<file path="config.mk">
export PLATFORM = sky130hd
export DESIGN_NAME = dice_lights_sequencer
export DESIGN_NICKNAME = d
export VERILOG_FILES = /design/src/rtl/dls_pkg.sv /design/src/rtl/traffic_light_fsm.sv /design/src/rtl/dice_lights_sequencer.sv
export SDC_FILE = /design/constraint.sdc
export NUM_CORES = 1
export LEC_CHECK = 0
export BUFFER_PORTS_ARGS = -buffer_cell sky130_fd_sc_hd__buf_2
export CORE_MARGIN = 2
export CORE_UTILIZATION = 55
export CTS_BUF_LIST = sky130_fd_sc_hd__clkbuf_8
export DETAILED_ROUTE_END_ITERATION = 16
export PLACE_DENSITY = 0.82
export SYNTH_ARGS = -nofsm -noshare
export SYNTH_HDL_FRONTEND = slang
export SYNTH_SLANG_ARGS = --single-unit
</file>
<file path="constraint.sdc">
create_clock -name clk -period 2.8 [get_ports clk]
set_clock_uncertainty 0.2 [all_clocks]
set_input_delay 0.7 -clock clk [delete_from_list [all_inputs] [get_ports clk]]
set_output_delay 0.7 -clock clk [all_outputs]
set_load 0.02 [all_outputs]
</file>
<file path="src/rtl/dls_pkg.sv">
// rtl/dls_pkg.sv - shared types and helpers for the dice/traffic-light sequencer
package dls_pkg;

    // Light codes double as the {red,amber,green} lamp pattern
    typedef enum logic [2:0] {
        L_RED       = 3'b100,
        L_RED_AMBER = 3'b110,
        L_GREEN     = 3'b001,
        L_AMBER     = 3'b010
    } light_t;

    // Result bus must hold the largest dice face and the 3-bit light code
    function automatic int res_width(input int sides);
        int w;
        w = 0;
        while ((1 << w) < (sides + 1)) begin
            w = w + 1;
        end
        return (w < 3) ? 3 : w;
    endfunction

    // Fixed phase order RED -> RED_AMBER -> GREEN -> AMBER -> RED
    function automatic light_t next_light(input light_t cur);
        case (cur)
            L_RED:       return L_RED_AMBER;
            L_RED_AMBER: return L_GREEN;
            L_GREEN:     return L_AMBER;
            default:     return L_RED;
        endcase
    endfunction

endpackage

</file>
<file path="src/rtl/traffic_light_fsm.sv">
// rtl/traffic_light_fsm.sv - free-running traffic light with per-phase dwell
module traffic_light_fsm
    import dls_pkg::*;
#(
    parameter int RED_TICKS   = 1,
    parameter int RA_TICKS    = 1,
    parameter int GREEN_TICKS = 1,
    parameter int AMBER_TICKS = 1
) (
    input  logic       clk,
    input  logic       rst,
    output logic [2:0] light
);

    light_t      state_q;
    logic [31:0] dwell_q;
    logic [31:0] last_tick;

    // Final dwell count of the current phase; the phase ends when it is reached
    always_comb begin
        last_tick = 32'(RED_TICKS - 1);
        case (state_q)
            L_RED:       last_tick = 32'(RED_TICKS - 1);
            L_RED_AMBER: last_tick = 32'(RA_TICKS - 1);
            L_GREEN:     last_tick = 32'(GREEN_TICKS - 1);
            L_AMBER:     last_tick = 32'(AMBER_TICKS - 1);
            default:     last_tick = 32'(RED_TICKS - 1);
        endcase
    end

    // Phase register and dwell counter; counter clears on every transition
    always_ff @(posedge clk) begin
        if (rst) begin
            state_q <= L_RED;
            dwell_q <= '0;
        end else if (dwell_q == last_tick) begin
            state_q <= next_light(state_q);
            dwell_q <= '0;
        end else begin
            dwell_q <= dwell_q + 32'd1;
        end
    end

    assign light = state_q;

endmodule

</file>
<file path="src/rtl/dice_lights_sequencer.sv">
// rtl/dice_lights_sequencer.sv - dice counter, roll capture and shared result mux
module dice_lights_sequencer
    import dls_pkg::*;
#(
    parameter  int DICE_SIDES  = 6,
    parameter  int RED_TICKS   = 1,
    parameter  int RA_TICKS    = 1,
    parameter  int GREEN_TICKS = 1,
    parameter  int AMBER_TICKS = 1,
    localparam int RES_W       = res_width(DICE_SIDES)
) (
    input  logic             clk,
    input  logic             rst,
    input  logic             button,
    input  logic             sel,
    output logic [RES_W-1:0] result,
    output logic             result_valid,
    output logic             roll_done,
    output logic [RES_W-1:0] roll_value
);

    logic [RES_W-1:0] dice_cnt_q, dice_cnt_d;
    logic             button_q;
    logic [RES_W-1:0] result_q;
    logic             result_valid_q;
    logic             roll_done_q;
    logic [RES_W-1:0] roll_value_q;
    logic [2:0]       light;
    logic             roll_fall;

    traffic_light_fsm #(
        .RED_TICKS  (RED_TICKS),
        .RA_TICKS   (RA_TICKS),
        .GREEN_TICKS(GREEN_TICKS),
        .AMBER_TICKS(AMBER_TICKS)
    ) u_lights (
        .clk  (clk),
        .rst  (rst),
        .light(light)
    );

    // Dice advances 1..DICE_SIDES while the button is held, never showing 0
    always_comb begin
        dice_cnt_d = dice_cnt_q;
        if (button) begin
            dice_cnt_d = (dice_cnt_q == RES_W'(DICE_SIDES)) ? RES_W'(1)
                                                             : dice_cnt_q + RES_W'(1);
        end
    end

    assign roll_fall = button_q & ~button;

    // Dice state, roll capture on button release, and registered output mux
    always_ff @(posedge clk) begin
        if (rst) begin
            dice_cnt_q     <= RES_W'(1);
            button_q       <= 1'b0;
            result_q       <= '0;
            result_valid_q <= 1'b0;
            roll_done_q    <= 1'b0;
            roll_value_q   <= RES_W'(1);
        end else begin
            dice_cnt_q     <= dice_cnt_d;
            button_q       <= button;
            result_q       <= sel ? RES_W'(light) : dice_cnt_q;
            result_valid_q <= 1'b1;
            roll_done_q    <= roll_fall;
            if (roll_fall) begin
                roll_value_q <= dice_cnt_q;
            end
        end
    end

    assign result       = result_q;
    assign result_valid = result_valid_q;
    assign roll_done    = roll_done_q;
    assign roll_value   = roll_value_q;

endmodule

</file>
Word level (Yosys, flattened, before mapping)
Index checks and enable logic that the tools add are counted.

Input port bits: 4. Memories kept: 0. Output and inout port bits: 8. Latch bits: 0. Memory bits (read-only): 0. Bits in writable memories: 0. Flip-flop bits (word level): 47. Logic and storage cells: 22.

Add/subtract/negate cells: 2. Muxes and demuxes: 4. Reductions and logical operators: 2. Bitwise logic cells: 2. Equality and inequality tests: 4. Multipliers: 0. Shift-type cells: 0. Magnitude comparators: 0. Div/mod/pow operators: 0.

Operators with widths (count): $add 32x1->32 const B (1); $logic_not 32->1 (1); $eq 3x3->1 const B (3); $pmux 3 s3 (1); $mux 3 (2); $add 3x1->3 const B (1); $eq 3x1->1 const B (1); $reduce_or 2->1 (1); $and 1x1->1 (1); $mux 1 (1); $not 1->1 (1).

Logic depth before layout (Yosys ltp)
Gate-level depths: netlist (run 1).

Depth in word-level cells: 2. Depth in mapped cells: 8. Gate-level depth less buffers: 6.

Modules after synthesis
A second synthesis (run 1) with hierarchy kept.

Cell total of the unflattened synthesis: 248. Area total of the unflattened synthesis: 2119.5 µm².

Modules (own cells, without submodules): traffic_light_fsm (seq. area each 700.7 µm², area each 1705.4 µm², cells each 205, times used 1); dice_lights_sequencer (seq. area each 240.2 µm², area each 414.1 µm², cells each 43, times used 1).

Worst setup path after synthesis (run 1)
No wires, ideal clock.

Path type: reg-to-reg. From: register u_lights.dwell_q[0]. To: register u_lights.dwell_q[20]. Period minus slack after synthesis: 2.175 ns. Setup time: 0.070 ns. Data required time: 2.530 ns. Arrival time: 1.905 ns. Path buffers: 1. Path slack: 0.625 ns. Cell stages (with the launch flop): 7. Path through: dfxtp_1 ha_1 nand4_1 or4_1 buf_2 or4_1 a21oi_1.

Cells in the longest elaborated chain, start to end: 2. Elaborated cells between the ends (all ways): 3. Those cells by class: add/sub (1); reduce/logical (2).

Ends and longest elaborated chain: from (decl) (line traffic_light_fsm.sv:16) `logic [31:0] dwell_q;`; from (signal assigned) (line traffic_light_fsm.sv:40) `dwell_q <= dwell_q + 32'd1;`; branches (longest 2 deep; another with $add 32x1->32).

Parallel ways; which one is timed is not known. A chain may end at the register's enable or synchronous reset.

Worst setup path after layout (run 1)
Same ends and word-level chain as after synthesis.

==> impl_metrics.env, run 1 <==
export IMPL_ctsResizeCount=0
export IMPL_postSynth_asyncResetShare_pct=0
export IMPL_setup_viol=0
export IMPL_hold_class="flop to flop"
export IMPL_status="completed"
export IMPL_post_cts_setup_buffers=0
export IMPL_hold_depth=1
export IMPL_antenna_cells=0
export IMPL_grt_overflow=0
export IMPL_drt_pass1_iterations=4
export IMPL_syn_area_um2=2120
export IMPL_yosys_top_cells_count="47 x dfxtp_1, 24 x nor2_1, 19 x a21oi_1"
export IMPL_end_kind="flop"
export IMPL_cts_tree="done"
export IMPL_io_buffer_count=11
export IMPL_yosysTopAreaCellShare_pct=44.4
export IMPL_timing_rr_start="u_lights.dwell_q[0]$_SDFF_PP0_"
export IMPL_crit_start="u_lights.dwell_q[0]$_SDFF_PP0_"
export IMPL_wl_um=4180
export IMPL_critPathCapture="u_lights.dwell_q[20]$_SDFF_PP0_"
export IMPL_hold_viol=0
export IMPL_post_synth_top_count_cell="dfxtp_1"
export IMPL_avgSynthCellArea_um2=8.68
export IMPL_worst_pin_slew_ns=0.399
export IMPL_drtIter0Drc=170
export IMPL_clockBufferDepth=2
export IMPL_die_area_um2=4360
export IMPL_slew_headroom_pct=73.4
export IMPL_reg2reg_setup_slack_ns=0.47
export IMPL_grt_pass1_vias=1660
export IMPL_ios=12
export IMPL_coreArea_um2=3690
export IMPL_worst_path_max_fanout=8
export IMPL_clock_latency_ns=0.30
export IMPL_synth_top_area_cell="dfxtp_1"
export IMPL_max_freq_mhz=430
export IMPL_die_h_um=66.1
export IMPL_p_leak_nw=0.767
export IMPL_hpwlAfterDp_um=2920
export IMPL_yosysWarnings=0
export IMPL_ys_seq_elements=47
export IMPL_synthDistinctLibCells=32
export IMPL_route_detailed_drc=0
export IMPL_die_w_um=66.1
export IMPL_grt_pass1_wl_um=7420
export IMPL_clk_pin_slew_ns=0.08
export IMPL_synth_ff_type="dfxtp_1"
export IMPL_initial_core_util_pct=57.4
export IMPL_area_growth_synth_to_final_pct=10.7
export IMPL_slew_violations=0
export IMPL_worstSetupPathType="flop to flop"
export IMPL_clock_sinks=47
export IMPL_root_buffer="clkbuf_8"
export IMPL_grt_max_degree=24
export IMPL_critPathArrivalTime_ns=2.36
export IMPL_synth_edf_count=0
export IMPL_antenna_found_initial=0
export IMPL_drive_gt1_share_pct=10.1
export IMPL_layout_nets=262
export IMPL_reg2reg_to="u_lights.dwell_q[20]$_SDFF_PP0_"
export IMPL_grt_usage_pct=22.2
export IMPL_setup_tns_ns=0
export IMPL_via_per_inst=5.95
export IMPL_cts_buffers=5
export IMPL_postSynthCellCount=244
export IMPL_cap_violations=0
export IMPL_powerDensity_nw_per_um2=535
export IMPL_antenna_left=0
export IMPL_r2r_cells=5
export IMPL_h_tree_depth=2
export IMPL_cts_hold_buf=0
export IMPL_synth_nets=250
export IMPL_num_vias=1814
export IMPL_synthTopCellsByArea="dfxtp_1 44%, or4_1 5.0%, a21oi_1 4.5%"
export IMPL_routedWlPerCell_um=13.7
export IMPL_period_minus_slack_ns=2.33
export IMPL_rows=22
export IMPL_yosysSeqAreaShare_pct=44.4
export IMPL_ir_drop_v=0.000355
export IMPL_rsz0062_at_grt="no"
export IMPL_total_power_mw=1.26
export IMPL_routabilityCongestion=0.793
export IMPL_critical_path_required_ns=2.83
export IMPL_critPathLaunchType="flop"
export IMPL_min_period_over_period_pct=83.1
worst min-delay path by stage:
| stage | start | to | slack (ns) |
|---|---|---|---|
| 2_1_floorplan | u_lights.dwell_q[0]$_SDFF_PP0_ | u_lights.dwell_q[0]$_SDFF_PP0_ | 0.23 |
| 3_3_place_gp | u_lights.dwell_q[0]$_SDFF_PP0_ | u_lights.dwell_q[0]$_SDFF_PP0_ | 0.24 |
| 3_5_place_dp | u_lights.dwell_q[0]$_SDFF_PP0_ | u_lights.dwell_q[0]$_SDFF_PP0_ | 0.25 |
| 4_1_cts | u_lights.dwell_q[0]$_SDFF_PP0_ | u_lights.dwell_q[0]$_SDFF_PP0_ | 0.27 |
| 5_1_grt | u_lights.dwell_q[31]$_SDFF_PP0_ | u_lights.dwell_q[31]$_SDFF_PP0_ | 0.31 |
| 6_report | u_lights.dwell_q[0]$_SDFF_PP0_ | u_lights.dwell_q[0]$_SDFF_PP0_ | 0.26 |
sequential cells by signal (all words and copies together), names as in the netlist:
signal            count
result_valid          1
u_lights.dwell_q     32
u_lights.light        3
roll_done             1
button_q              1
result                3
roll_value            3
dice_cnt_q            3
final cells by class:
| cell class | count | area [um2] |
|---|---|---|
| clock inverters | 2 | 35.0 |
| well taps | 48 | 60.1 |
| inverters | 8 | 30.0 |
| clock buffers | 6 | 82.6 |
| repair buffers | 13 | 82.6 |
| flip-flops and latches | 47 | 941 |
| fillers | 316 | 1340 |
| multi-input cells | 181 | 1110 |
where the power goes:
group,switching (mW),total (mW),internal [mW]
Combinational,0.0282,0.0524,0.0241
Clock,0.217,0.506,0.289
Sequential,0.0134,0.697,0.684
Total,0.259,1.26,0.997
layout by cell type, fill, tap and decap left out, types with 2 or more instances in the layout:
cell / count
buf_2: 11
o21ai_0: 12
nand4_1: 14
clkbuf_8: 6
nor2b_1: 3
a21oi_1: 19
o31ai_1: 12
nand3_1: 11
inv_1: 8
nor2_1: 24
xor2_1: 9
and2_1: 4
nor4_1: 8
and4_1: 2
and3_1: 4
mux2i_1: 9
or4_1: 14
or3_1: 5
nor3_1: 2
dfxtp_1: 47
xnor2_1: 3
ha_1: 2
nand2_1: 15
metrics by stage:
stage	cell area, um2	worst slack (ns)	utilization [%]	cells	hold slack [ns]
after floorplan	2120	0.625	-	244	0.225
after CTS	2340	0.467	63.6	305	0.269
after global placement	2230	0.557	60.4	297	0.240
after global routing	2340	0.298	63.6	305	0.306
after detailed placement	2230	0.483	60.4	297	0.250
final	2340	0.472	63.6	305	0.265
critical path, stage by stage, from the launching register on:
cell,delay (ns)
dfxtp_1,0.38
ha_1,0.26
nand4_1,0.14
or4_1,0.65
or4_1,0.51
a21oi_1,0.14
cells by family (layout without fill, tap and decap cells):
| group | Yosys count | in the layout | share of synthesized area, % |
|---|---|---|---|
| simple gates | 111 | 111 | 29.1 |
| fa+ha+maj | 2 | 2 | 1.18 |
| buf+inv | 16 | 29 | 3.19 |
| flops | 47 | 47 | 44.4 |
| compound gates | 47 | 47 | 12.9 |
| mux | 9 | 9 | 4.25 |
| xor+xnor | 12 | 12 | 4.96 |
metal layers:
layer	routed length (um)	track usage [%]	share of wire, %	vias up
li1	-	-	-	929
met2	1880	34.6	45	30
met3	173	5.79	4.1	8
met5	0	0	0	-
met4	59	7.40	1.4	0
met1	2060	29.7	49	847
Power figures use the tool's default switching activity.
==> inputs of run 2 (changes only) <==
- clock period: 2.8 -> 2.15 ns (I/O delays scaled with it)
==> impl_metrics.env, run 2 (synthesis gave the netlist of run 1 again) <==
export IMPL_status="completed"
export IMPL_timing_rr_start="u_lights.dwell_q[1]$_SDFF_PP0_"
export IMPL_h_tree_depth=2
export IMPL_period_minus_slack_ns=2.06
export IMPL_largest_register_ffs=32
export IMPL_end_kind="flop"
export IMPL_antenna_left=0
export IMPL_rsz0062_at_grt="no"
export IMPL_routabilityCongestion=0.815
export IMPL_cts_buffers=5
export IMPL_clockBufferDepth=2
export IMPL_multi_input_area_um2=1130
export IMPL_worstSetupPathType="flop to flop"
export IMPL_hold_start="u_lights.dwell_q[0]$_SDFF_PP0_"
export IMPL_r2r_cells=5
export IMPL_cts_hold_buf=0
export IMPL_powerDensity_nw_per_um2=674
export IMPL_slew_headroom_pct=74.4
export IMPL_grt_pass1_wl_um=7780
export IMPL_grt_max_degree=30
export IMPL_p_leak_nw=0.819
export IMPL_routedWlPerCell_um=14.1
export IMPL_ios=12
export IMPL_drt_pass1_iterations=4
export IMPL_coreArea_um2=3690
export IMPL_die_h_um=66.1
export IMPL_wl_um=4430
export IMPL_critical_path_required_ns=2.19
export IMPL_antenna_cells=0
export IMPL_io_buffer_count=11
export IMPL_die_area_um2=4360
export IMPL_drive_gt1_share_pct=15.4
export IMPL_area_sequential_um2=942
export IMPL_max_freq_mhz=486
export IMPL_setup_tns_ns=0
export IMPL_critPathCapture="u_lights.dwell_q[20]$_SDFF_PP0_"
export IMPL_total_power_mw=1.64
export IMPL_num_vias=1848
export IMPL_setup_viol=0
export IMPL_final_common_cell="dfxtp_1"
export IMPL_rows=22
export IMPL_hold_class="flop to flop"
export IMPL_reg2reg_to="u_lights.dwell_q[20]$_SDFF_PP0_"
export IMPL_grt_usage_pct=23.3
export IMPL_antenna_found_initial=0
export IMPL_regMostFlops="u_lights.dwell_q"
export IMPL_crit_start="u_lights.dwell_q[1]$_SDFF_PP0_"
export IMPL_hpwlAfterDp_um=3050
export IMPL_clock_sinks=47
export IMPL_fin_hold_ws_ns=0.233
export IMPL_initial_core_util_pct=57.4
export IMPL_clock_latency_ns=0.30
export IMPL_cts_tree="done"
export IMPL_dp_slack_ns=0.0165
export IMPL_slowest_stage="or4_1"
export IMPL_grt_overflow=0
export IMPL_ir_drop_v=0.000424
export IMPL_critPathLaunchType="flop"
export IMPL_worst_pin_slew_ns=0.384
export IMPL_drtIter0Drc=151
export IMPL_fill_cells=328
export IMPL_grt_pass1_vias=1789
export IMPL_hold_viol=0
export IMPL_layout_nets=272
export IMPL_critPathArrivalTime_ns=2.10
export IMPL_die_w_um=66.1
export IMPL_min_period_over_period_pct=95.7
export IMPL_cap_violations=0
export IMPL_clk_pin_slew_ns=0.09
export IMPL_area_growth_synth_to_final_pct=15.1
export IMPL_slowest_delay_ns=0.49
export IMPL_cp_cell_sequence="ha_2, nand4_1, or4_4, or4_1, a21oi_1"
export IMPL_final_core_util_pct=66.1
export IMPL_final_cell_mix="46 x dfxtp_1, 24 x nor2_1, 19 x a21oi_1"
export IMPL_fin_ws_ns=0.0919
export IMPL_reg2reg_setup_slack_ns=0.09
export IMPL_slew_violations=0
export IMPL_via_per_inst=5.87
export IMPL_worst_path_max_fanout=8
export IMPL_route_detailed_drc=0
export IMPL_root_buffer="clkbuf_8"
-- run 2: through the flow --
step / instances / instance area [um2]
5_1_grt: 315 / 2440
3_3_place_gp: 305 / 2290
3_5_place_dp: 305 / 2290
2_1_floorplan: 244 / 2130
4_1_cts: 314 / 2410
6_report: 315 / 2440
-- run 2: layout make-up --
cell class	count	area share (%)
clock inverter	3	1.95
tap	48	2.46
timing repair buffer	23	6.47
sequential	47	38.7
multi-input combinational	181	46.4
clock buffer	5	2.82
inverter	8	1.23
-- run 2: timing repair --
item	4_1_cts	5_1_grt
endpoints found under the hold margin	0	0
setup endpoints to repair	1	9
pin swaps	1	1
resized for setup	0	4
setup buffers	1	1
-- run 2: worst min path at each step --
stage,cells past startpoint,end
after floorplan,1,u_lights.dwell_q[0]$_SDFF_PP0_
after global placement,1,u_lights.dwell_q[0]$_SDFF_PP0_
after detailed placement,1,u_lights.dwell_q[0]$_SDFF_PP0_
after CTS,1,u_lights.dwell_q[0]$_SDFF_PP0_
after global routing,1,u_lights.dwell_q[0]$_SDFF_PP0_
final,1,u_lights.dwell_q[0]$_SDFF_PP0_
-- run 2: layer usage --
layer	vias to the layer above	wire length (um)	part of all wire, %	track usage (%)
li1	948	-	-	-
met3	7	141	3.2	5.11
met4	0	78	1.8	10.5
met5	-	0	0	0
met1	864	2120	48	29.6
met2	29	2090	47	37.9
-- run 2: power breakdown --
group | total, mW | internal [mW] | switching, mW
Sequential | 0.908 | 0.891 | 0.0176
Clock | 0.665 | 0.352 | 0.312
Combinational | 0.0684 | 0.0315 | 0.0369
-- run 2: critical path, delay by kind of cell, from the launching register on --
family	cells	cell delay, ns
flip-flops	1	0.36
AND/OR/NAND/NOR	3	1.09
adder cells (fa/ha/maj)	1	0.19
AO/OA/AOI/OAI	1	0.14
